==> src/rtl/fb_mode_pkg.sv <==
// Shared types and elaboration-time helpers for the frame-buffer mode arbiter.
package fb_mode_pkg;

    typedef enum logic [1:0] {
        S_IDLE    = 2'd0,
        S_RUN     = 2'd1,
        S_PENDING = 2'd2,
        S_SWITCH  = 2'd3
    } state_t;

    // Number of pixels in one frame; also the first out-of-range buffer address.
    function automatic int unsigned fb_depth(input int unsigned h_res, input int unsigned v_res);
        return h_res * v_res;
    endfunction

    // Width of a source index; at least one bit.
    function automatic int unsigned mode_w(input int unsigned n_src);
        return (n_src < 2) ? 1 : $clog2(n_src);
    endfunction

endpackage

==> src/rtl/fb_read_overlay.sv <==
// VGA read-address generator with a centroid crosshair drawn over read data.
module fb_read_overlay
    import fb_mode_pkg::*;
#(
    parameter int unsigned       ADDR_W     = 17,
    parameter int unsigned       DATA_W     = 24,
    parameter int unsigned       H_RES      = 320,
    parameter int unsigned       V_RES      = 240,
    parameter int unsigned       MARK_HALF  = 4,
    parameter logic [DATA_W-1:0] MARK_COLOR = 24'hFF0000
) (
    input  logic              clk_25_vga,
    input  logic              btn_RESET,
    input  logic              fs,
    input  logic              active_area,
    input  logic [DATA_W-1:0] rd_data,
    input  logic              overlay_en,
    input  logic [15:0]       x_pos,
    input  logic [15:0]       y_pos,
    output logic [ADDR_W-1:0] buf_rdaddr,
    output logic [DATA_W-1:0] pix_out
);

    localparam int unsigned       DEPTH     = fb_depth(H_RES, V_RES);
    localparam logic [ADDR_W-1:0] LAST_ADDR = ADDR_W'(DEPTH - 1);
    localparam logic [15:0]       LAST_X    = 16'(H_RES - 1);
    localparam logic [15:0]       H_LIM     = 16'(H_RES);
    localparam logic [15:0]       V_LIM     = 16'(V_RES);
    localparam logic [16:0]       ARM       = 17'(MARK_HALF);

    logic [ADDR_W-1:0] addr_q, addr_d;
    logic [15:0]       x_q, x_d, y_q, y_d;
    logic [15:0]       xd_q, xd_d, yd_q, yd_d;
    logic [15:0]       xl_q, xl_d, yl_q, yl_d;
    logic [DATA_W-1:0] pix_q, pix_d;

    logic signed [16:0] dx, dy;
    logic [16:0]        adx, ady;
    logic               hit, mark_on_screen;

    // Next-state for scan counters, position latch and the overlay stage.
    always_comb begin
        addr_d = addr_q;
        x_d    = x_q;
        y_d    = y_q;
        xl_d   = xl_q;
        yl_d   = yl_q;
        if (fs) begin
            addr_d = '0;
            x_d    = '0;
            y_d    = '0;
            xl_d   = x_pos;
            yl_d   = y_pos;
        end else if (active_area) begin
            if (addr_q == LAST_ADDR) begin
                addr_d = '0;
                x_d    = '0;
                y_d    = '0;
            end else begin
                addr_d = addr_q + 1'b1;
                if (x_q == LAST_X) begin
                    x_d = '0;
                    y_d = y_q + 1'b1;
                end else begin
                    x_d = x_q + 1'b1;
                end
            end
        end

        // x/y delayed one cycle so they line up with rd_data for the same address.
        xd_d = x_q;
        yd_d = y_q;

        dx  = $signed({1'b0, xd_q}) - $signed({1'b0, xl_q});
        dy  = $signed({1'b0, yd_q}) - $signed({1'b0, yl_q});
        adx = dx[16] ? (~dx + 17'd1) : dx;
        ady = dy[16] ? (~dy + 17'd1) : dy;
        hit = ((yd_q == yl_q) && (adx <= ARM)) || ((xd_q == xl_q) && (ady <= ARM));
        mark_on_screen = (xl_q < H_LIM) && (yl_q < V_LIM);
        pix_d = (overlay_en && hit && mark_on_screen) ? MARK_COLOR : rd_data;
    end

    // Register counters, latched centroid and the output pixel.
    always_ff @(posedge clk_25_vga or negedge btn_RESET) begin
        if (!btn_RESET) begin
            addr_q <= '0;
            x_q    <= '0;
            y_q    <= '0;
            xd_q   <= '0;
            yd_q   <= '0;
            xl_q   <= '0;
            yl_q   <= '0;
            pix_q  <= '0;
        end else begin
            addr_q <= addr_d;
            x_q    <= x_d;
            y_q    <= y_d;
            xd_q   <= xd_d;
            yd_q   <= yd_d;
            xl_q   <= xl_d;
            yl_q   <= yl_d;
            pix_q  <= pix_d;
        end
    end

    assign buf_rdaddr = addr_q;
    assign pix_out    = pix_q;

endmodule

==> src/rtl/fb_mode_arbiter.sv <==
// Frame-buffer front end: tear-free write-source selection plus VGA read/overlay.
module fb_mode_arbiter
    import fb_mode_pkg::*;
#(
    parameter int unsigned       N_SRC       = 2,
    parameter int unsigned       ADDR_W      = 17,
    parameter int unsigned       DATA_W      = 24,
    parameter int unsigned       H_RES       = 320,
    parameter int unsigned       V_RES       = 240,
    parameter int unsigned       MARK_HALF   = 4,
    parameter logic [DATA_W-1:0] MARK_COLOR  = 24'hFF0000,
    parameter int unsigned       SYNC_STAGES = 2,
    localparam int unsigned      MODE_W      = mode_w(N_SRC)
) (
    input  logic                    clk_25_vga,
    input  logic                    btn_RESET,
    input  logic [MODE_W-1:0]       mode_sel,
    input  logic [N_SRC-1:0]        src_we,
    input  logic [N_SRC*ADDR_W-1:0] src_addr,
    input  logic [N_SRC*DATA_W-1:0] src_data,
    input  logic                    vga_vsync,
    input  logic                    active_area,
    input  logic [DATA_W-1:0]       rd_data,
    input  logic                    overlay_en,
    input  logic [15:0]             x_pos,
    input  logic [15:0]             y_pos,
    output logic                    buf_wren,
    output logic [ADDR_W-1:0]       buf_wraddr,
    output logic [DATA_W-1:0]       buf_wrdata,
    output logic [ADDR_W-1:0]       buf_rdaddr,
    output logic [DATA_W-1:0]       pix_out,
    output logic [MODE_W-1:0]       active_mode,
    output logic                    switch_pending,
    output logic [15:0]             frame_cnt
);

    localparam int unsigned     DEPTH     = fb_depth(H_RES, V_RES);
    localparam logic [ADDR_W:0] DEPTH_CMP = (ADDR_W + 1)'(DEPTH);

    logic [MODE_W-1:0] sync_q [SYNC_STAGES];
    logic [MODE_W-1:0] sync_d [SYNC_STAGES];
    logic              vsync_q, vsync_d;
    logic              fs_q, fs_d;
    logic [15:0]       frame_cnt_q, frame_cnt_d;

    state_t            state_q, state_d;
    logic [MODE_W-1:0] active_mode_q, active_mode_d;
    logic              pend_q, pend_d;

    logic              wren_q, wren_d;
    logic [ADDR_W-1:0] wraddr_q, wraddr_d;
    logic [DATA_W-1:0] wrdata_q, wrdata_d;

    logic [MODE_W-1:0] msync, req_mode;
    logic              wr_allowed;

    // Synchroniser shift, frame-start edge detect, frame counter and write mux.
    always_comb begin
        sync_d[0] = mode_sel;
        for (int unsigned i = 1; i < SYNC_STAGES; i++) begin
            sync_d[i] = sync_q[i-1];
        end
        msync    = sync_q[SYNC_STAGES-1];
        // Out-of-range selections read as "keep the current source".
        req_mode = (int'(msync) >= int'(N_SRC)) ? active_mode_q : msync;

        vsync_d     = vga_vsync;
        fs_d        = vsync_q & ~vga_vsync;
        frame_cnt_d = fs_q ? frame_cnt_q + 16'd1 : frame_cnt_q;

        wr_allowed = (state_q == S_RUN) || (state_q == S_PENDING);
        wraddr_d   = src_addr[int'(active_mode_q) * ADDR_W +: ADDR_W];
        wrdata_d   = src_data[int'(active_mode_q) * DATA_W +: DATA_W];
        wren_d     = src_we[active_mode_q] & wr_allowed & ({1'b0, wraddr_d} < DEPTH_CMP);
    end

    // Source-switch sequencing: a request is held until the next frame start.
    always_comb begin
        state_d       = state_q;
        active_mode_d = active_mode_q;
        case (state_q)
            S_IDLE:    if (fs_q) state_d = S_RUN;
            S_RUN:     if (req_mode != active_mode_q) state_d = S_PENDING;
            S_PENDING: begin
                if (req_mode == active_mode_q) begin
                    state_d = S_RUN;
                end else if (fs_q) begin
                    active_mode_d = req_mode;
                    state_d       = S_SWITCH;
                end
            end
            S_SWITCH:  state_d = S_RUN;
            default:   state_d = S_IDLE;
        endcase
        pend_d = (state_d == S_PENDING);
    end

    // FSM state with its registered outputs.
    always_ff @(posedge clk_25_vga or negedge btn_RESET) begin
        if (!btn_RESET) begin
            state_q       <= S_IDLE;
            active_mode_q <= '0;
            pend_q        <= 1'b0;
        end else begin
            state_q       <= state_d;
            active_mode_q <= active_mode_d;
            pend_q        <= pend_d;
        end
    end

    // Synchroniser, vsync edge, frame counter and registered write port.
    always_ff @(posedge clk_25_vga or negedge btn_RESET) begin
        if (!btn_RESET) begin
            for (int unsigned i = 0; i < SYNC_STAGES; i++) begin
                sync_q[i] <= '0;
            end
            vsync_q     <= 1'b0;
            fs_q        <= 1'b0;
            frame_cnt_q <= '0;
            wren_q      <= 1'b0;
            wraddr_q    <= '0;
            wrdata_q    <= '0;
        end else begin
            for (int unsigned i = 0; i < SYNC_STAGES; i++) begin
                sync_q[i] <= sync_d[i];
            end
            vsync_q     <= vsync_d;
            fs_q        <= fs_d;
            frame_cnt_q <= frame_cnt_d;
            wren_q      <= wren_d;
            wraddr_q    <= wraddr_d;
            wrdata_q    <= wrdata_d;
        end
    end

    fb_read_overlay #(
        .ADDR_W     (ADDR_W),
        .DATA_W     (DATA_W),
        .H_RES      (H_RES),
        .V_RES      (V_RES),
        .MARK_HALF  (MARK_HALF),
        .MARK_COLOR (MARK_COLOR)
    ) u_read (
        .clk_25_vga  (clk_25_vga),
        .btn_RESET   (btn_RESET),
        .fs          (fs_q),
        .active_area (active_area),
        .rd_data     (rd_data),
        .overlay_en  (overlay_en),
        .x_pos       (x_pos),
        .y_pos       (y_pos),
        .buf_rdaddr  (buf_rdaddr),
        .pix_out     (pix_out)
    );

    assign buf_wren       = wren_q;
    assign buf_wraddr     = wraddr_q;
    assign buf_wrdata     = wrdata_q;
    assign active_mode    = active_mode_q;
    assign switch_pending = pend_q;
    assign frame_cnt      = frame_cnt_q;

endmodule

==> config.mk <==
export PLATFORM = sky130hd
export DESIGN_NAME = fb_mode_arbiter
export DESIGN_NICKNAME = d
export VERILOG_FILES = /design/src/rtl/fb_mode_pkg.sv /design/src/rtl/fb_read_overlay.sv /design/src/rtl/fb_mode_arbiter.sv
export SDC_FILE = /design/constraint.sdc
export NUM_CORES = 1
export LEC_CHECK = 0
export CAP_MARGIN = 10
export CORE_ASPECT_RATIO = 1.25
export CORE_UTILIZATION = 51
export CTS_CLUSTER_DIAMETER = 80
export CTS_CLUSTER_SIZE = 8
export DETAILED_ROUTE_END_ITERATION = 6
export PLACE_DENSITY = 0.81
export SLEW_MARGIN = 20
export SYNTH_ARGS = -nofsm -noshare
export SYNTH_HDL_FRONTEND = slang
export SYNTH_SLANG_ARGS = --single-unit
==> constraint.sdc <==
create_clock -name clk_25_vga -period 4.5 [get_ports clk_25_vga]
set_input_delay 0.9 -clock clk_25_vga [delete_from_list [all_inputs] [get_ports clk_25_vga]]
set_output_delay 0.9 -clock clk_25_vga [all_outputs]
set_load 0.02 [all_outputs]
After elaboration in Yosys (flattened, before gate mapping)

Cells that the tools add are included.

Word-level logic and storage cells: 87
Bits of input ports: 146
Output and inout port bits: 101
Register bits after elaboration: 203

Equality and inequality tests: 10
Shift operators: 2
Multiply operators: 2
Reduce and logical (&&, ||, !) cells: 12
$add $sub $neg: 8
Bitwise logic cells: 7
Order comparisons: 6
Multiplexer cells: 21

Operators with widths:

| operator                                              | count |
|---|---|
| two-way mux 16 bit                                    | 8 |
| two-way mux 17 bit                                    | 5 |
| adder 17 x 1 -> 17 bit (second input constant)        | 3 |
| adder 16 x 1 -> 16 bit (second input constant)        | 3 |
| indexed part select 48 x 7 -> 24 bit                  | 1 |
| <= comparator 17 x 3 -> 1 bit (second input constant) | 2 |
| NOT 17 bit                                            | 2 |
| indexed part select 34 x 7 -> 17 bit                  | 1 |
| subtractor 16 x 16 -> 17 bit                          | 2 |
| == test 16 bit                                        | 2 |
| two-way mux 24 bit                                    | 1 |
| == test 17 bit (second input constant)                | 1 |
| < comparator 17 bit (second input constant)           | 1 |
| == test 16 x 9 -> 1 bit (second input constant)       | 1 |
| < comparator 16 x 8 -> 1 bit (second input constant)  | 1 |
| < comparator 16 x 9 -> 1 bit (second input constant)  | 1 |
| two-way mux 2 bit                                     | 4 |
| case mux 2 bit (4 select lines)                       | 1 |
| == test 2 bit (second input constant)                 | 3 |
| multiplier 1 x 5 -> 6 bit (second input constant)     | 1 |
| logical AND 1 bit                                     | 5 |
| AND 1 bit                                             | 3 |
| multiplier 1 x 2 -> 3 bit (second input constant)     | 1 |
| AND reduction 3 bit                                   | 1 |
| 11 further kinds                                      | 14 |

Logic depth before layout (Yosys ltp)

Depth after elaboration: 10
Mapped depth: 15
Mapped depth without buffers: 13

Cells and area by module

A second synthesis with hierarchy kept.

Cell total of the unflattened synthesis: 1,084
Area total of the unflattened synthesis: 10,664.0 um^2

Modules (own cells, without submodules):

| module          | instances | area an instance (um^2) | sequential area each (um^2) | cells an instance |
|---|---|---|---|---|
| fb_read_overlay | 1         | 7,988.9                 | 3,428.3                     | 898 |
| fb_mode_arbiter | 1         | 2,675.1                 | 1,651.6                     | 186 |

Worst setup path before layout

Ideal clock, no wire load.

Path type: register to register
From: register u_read.yl_q[0]
To: register u_read.pix_q[19] (netlist: u_read.pix_out[19])
Arrival time: 3,527 ps
Setup time: 124 ps
Stages on the path, launching flop included: 14
Slack: 848 ps
Cells stage by stage: dfrtp_1 -> ha_1 -> fa_1 -> nand2b_1 -> a211o_1 -> and2_4 -> o311ai_4 -> or4b_4 -> nor4_1 -> mux2i_1 -> o22ai_1 -> a32o_2 -> buf_6 -> or2_1

Word-level cells in the longest chain between the ends: 10
Elaborated cells between the ends (all ways): 14
Classes of those cells: add/sub (2); order compare (2); eq/ne (1); mux (2); bitwise (1); reduce/logical (6)

RTL lines:

| element                       | line                   | source |
|---|---|---|
| start, declared               | fb_read_overlay.sv:34  | `logic [15:0] xl_q, xl_d, yl_q, yl_d;` |
| start signal, assigned        | fb_read_overlay.sv:101 | `yl_q <= yl_d;` |
| subtractor 16 x 16 -> 17 bit  | fb_read_overlay.sv:75  | `dy = $signed({1'b0, yd_q}) - $signed({1'b0, yl_q});` |
| NOT 17 bit                    | fb_read_overlay.sv:77  | `ady = dy[16] ? (~dy + 17'd1) : dy;` |
| adder 17 x 1 -> 17 bit        | fb_read_overlay.sv:77  |  |
| two-way mux 17 bit            | fb_read_overlay.sv:77  |  |
| <= comparator 17 x 3 -> 1 bit | fb_read_overlay.sv:78  | `hit = ((yd_q == yl_q) && (adx <= ARM)) \|\| ((xd_q == xl_q) && (ady <= ARM));` |
| logical AND 1 bit             | fb_read_overlay.sv:78  |  |
| logical OR 1 bit              | fb_read_overlay.sv:78  |  |
| logical AND 1 bit             | fb_read_overlay.sv:80  | `pix_d = (overlay_en && hit && mark_on_screen) ? MARK_COLOR : rd_data;` |
| logical AND 1 bit (*)         | fb_read_overlay.sv:80  |  |
| two-way mux 24 bit (*)        | fb_read_overlay.sv:80  |  |
| named net u_read.pix_d[19]    | fb_read_overlay.sv:35  | `logic [DATA_W-1:0] pix_q, pix_d;` |
| end signal, assigned          | fb_read_overlay.sv:102 | `pix_q <= pix_d;` |
| end, declared                 | fb_read_overlay.sv:35  |  |

Mark *: on every way through the listed nets, which the timed path passes. The rest lies on a longest branch.
A chain may end at the register's enable or synchronous reset.

Worst setup path in the final report

From: register u_read.yl_q[0]
To: register u_read.pix_q[18] (netlist: u_read.pix_out[18])

Same word-level chain as after synthesis.

==> run summary <==
Pin count of the biggest net entering global routing - 83
First-pass GRT wire length - 47,600 um
CTS H-tree lvls - 1
Initial antenna violation count - 0
Max_cap viols - 0
Die area - 21,760 sq um
Worst ir drop on vdd - 0.4084 mV
Slew @ Worst Pin - 0.7063 ns
Static leakage - 6.316 nW
Worst Path Max Fanout - 24
Row count - 59
Layout Area Growth over Synthesis - 32.84%
Pre-antenna DRT Iters - 5
RSZ-0062 raised after global routing - false
Non-filler cells, final - 1,632
Setup bufs post-CTS - 0
CTS tree - built
Clk network pwr share - 31.1%
Pins over their slew limit - 0
Mapped cell area - 10,800 sq um
Share of cells above drive strength 1 - 8.843%
Post-route clock period utilization - 91.99%
Post-synth top flop - dfrtp_1
Worst-path clk slew - 0.05 ns
Port Buffers - 246
Initial DRC Count - 454
DR vias - 9,371
GRT overflow - 0
Async S/R FF share, synth - 100.0%
CORE AREA - 20,820 sq um
CTS resizes - 0
GPL Wtd Cong - 0.9335
Min-Delay Path Class - reg2reg
CP cell instances - ha_1 -> fa_1 -> nand2b_1 -> a21oi_1 -> xnor2_1 -> nand4_1 -> or4b_4 -> nor4_1 -> mux2i_1 -> o22ai_1 -> a32o_2 -> buf_12 -> or2_2
CTS root buf - clkbuf_16
Min Tclk post-route - 4.140 ns
Syn. warnings - 0
Register area - 5082 sq um
Setup_tns - 0 ns
Critical path's largest stage delay - 0.58 ns
Die Wd - 132.2 um
Worst Path Buf+Inv - 1
Fill count - 1,608
DP Area - 13,580 sq um
DR vias/cell - 5.742
Crit. End Element - flip-flop
CP delay by family, top - simple AND/OR/NAND/NOR gates
Initial cell density of the core - 51.88%
CP max-delay cell - or4b_4
Seq pwr share - 35.9%
Slew Limit Headroom - 52.42%
Clk Latency, worst-skew pair - 0.54 ns
Int Pwr - 0.004169 W
Final hold viol count - 0
FMAX - 241.6 MHz
Final Setup Violations - 0
Syn Nets - 1,288
Worst EP arrival - 4.54 ns
Number of flops mapped to enable cells by yosys - 0
Post-DP HPWL - 22,340 um
Worst Path Required - 4.90 ns
Clock Sink Count - 203
Die Ht - 164.7 um
Routed len/inst - 18.46 um
Synthesized flop and latch total - 203
Vias in the first global route - 9,300
CTS Buf Count - 29
Final instance area - 14,350 sq um
Sw Ratio - 32.50%
Worst setup SP type - flip-flop
Placed insts - 1,598
Max clock buf depth - 3
Multi-input gate area in the final layout - 5314 sq um
Final wirelength - 30,120 um
Skew final - 0.02347 ns
Outcome - complete, no violations
Gr usage total - 27.80%
DRC Markers - 0
Mean post-synth cell area - 9.817 sq um
WHS - 0.3666 ns
Hold Buf Count CTS - 0
Critical path class - reg2reg
Post-Syn Instances - 1,100
Nets - 1,543
IO Pins - 247
PD cells - 430.6 nW/um^2
Sequential fraction of the synthesis area - 47.04%
Comb pwr share - 33.0%
Net Switching - 0.002007 W
ANT nets after route - 0
Unique masters post-synth - 81
-- cells in the final DEF (no fill, tap or decap), types with 16 or more instances in the layout --
cell type          n
ha_1              40
xor2_1            37
a21oi_1           44
nor2_1            94
inv_1             68
nand3_1           45
nand2_1          108
clkbuf_16         29
mux2_2            45
and3_1            21
dfrtp_1          201
clkdlybuf4s50_1  245
o21ai_0           84
nor3_1            16
nand4_1           19
xnor2_1           25
-- worst register-to-register path, cell delays in order, from the launching register on --
cell      delay (ns)
dfrtp_1         0.38
ha_1            0.23
fa_1            0.42
nand2b_1        0.18
a21oi_1         0.33
xnor2_1         0.22
nand4_1         0.17
or4b_4          0.58
nor4_1          0.37
mux2i_1         0.24
o22ai_1         0.15
a32o_2          0.31
buf_12          0.16
or2_2           0.27
-- registers in the layout, indices dropped and copies added, names as in the netlist --
register           count
active_mode            1
buf_wraddr            17
buf_wrdata            24
buf_wren               1
frame_cnt             16
fs_q                   1
msync                  1
state_q                2
switch_pending         1
sync_d                 1
u_read.buf_rdaddr     17
u_read.pix_out        24
u_read.x_q            16
u_read.xd_q           16
u_read.xl_q           16
u_read.y_q            16
u_read.yd_q           16
u_read.yl_q           16
vsync_q                1
-- logic make-up after synthesis --
group,count (synthesis),synth area share [%]
AOI/OAI and AO/OA,251,15.92
DFF,203,47.04
muxes,50,5.156
and+or+nand+nor,390,18.10
buffers and inverters,102,3.754
xor gates and xnor gates,62,5.028
adders and majority gates,42,5.005
-- layout make-up --
cell class | count | share of cell area [%]
Antenna cell | 1 | 0.01744
Timing Repair Buffer | 258 | 17.99
Clock buffer | 32 | 5.137
Multi-Input combinational cell | 795 | 37.04
Sequential cell | 203 | 35.43
Inverter | 68 | 1.779
Clock inverter | 1 | 0.2093
Tap cell | 274 | 2.390
-- metrics by stage --
| stage | total power, W | setup WS [ns] | util (%) |
|---|---|---|---|
| after floorplan | 0.003446 | 0.8483 | - |
| after global placement | 0.004220 | 0.5057 | 65.21 |
| after detailed placement | 0.004258 | 0.3971 | 65.21 |
| after CTS | 0.006207 | 0.3684 | 68.90 |
| after global routing | 0.006482 | 0.09288 | 68.90 |
| final | 0.006177 | 0.3604 | 68.91 |
-- cells in the mapped netlist (6+ instances only) --
cell type  count  share of area (%)
dfrtp_1      203                 47
inv_1         68                2.4
or2_2         11               0.64
o31ai_1        7               0.49
and3_1        21                1.2
o21ai_0       84                3.9
or3_1          8               0.46
buf_2          6               0.28
a21oi_1       44                2.0
nand3_1       45                2.1
clkbuf_1      22               0.76
nor4_1        10               0.58
nand2_1      108                3.8
o211ai_1       9               0.63
a211oi_1       8               0.56
mux2_2        45                4.7
and2_1        10               0.58
xor2_1        37                3.0
nor3_1        16               0.74
nor2b_1        7               0.41
a21o_1        13               0.90
xnor2_1       25                2.0
nand4_1       19                1.1
nor2_1        94                3.3
nand2b_1      12               0.70
o21a_1        10               0.70
ha_1          40                4.6
-- path summary, 6_finish.rpt --
kind	from	end	slack [ns]	cells after the start
hold / removal	sync_d[0]	msync	0.37	0
setup / recovery	u_read.yl_q[0]	u_read.pix_out[18]	0.36	13
hold reg to reg	sync_d[0]	msync	0.37	0
max in group asynchronous	btn_RESET	u_read.pix_out[10]	3.04	2
min in group asynchronous	btn_RESET	u_read.pix_out[6]	0.41	1
setup reg to reg	u_read.yl_q[0]	u_read.pix_out[18]	0.36	13
-- routing by layer --
metal | routed length (um) | up-vias | GRT usage [%]
met3 | 2306 | 63 | 5.801
li1 | - | 4419 | -
met1 | 11540 | 4543 | 32.80
met5 | 0 | - | 0
met4 | 1006 | 0 | 10.41
met2 | 15270 | 346 | 49.88
-- power by group through the flow --
stage / sequential [W] / clock (W) / combinational (W)
6_report: 0.00222 / 0.00192 / 0.00204
5_1_grt: 0.00224 / 0.00203 / 0.00221
4_1_cts: 0.00222 / 0.00196 / 0.00203
3_5_place_dp: 0.00224 / 0 / 0.00202
3_3_place_gp: 0.00223 / 0 / 0.00199
2_1_floorplan: 0.00240 / 0 / 0.00105
Note: power is estimated with default switching activity, not from simulation.
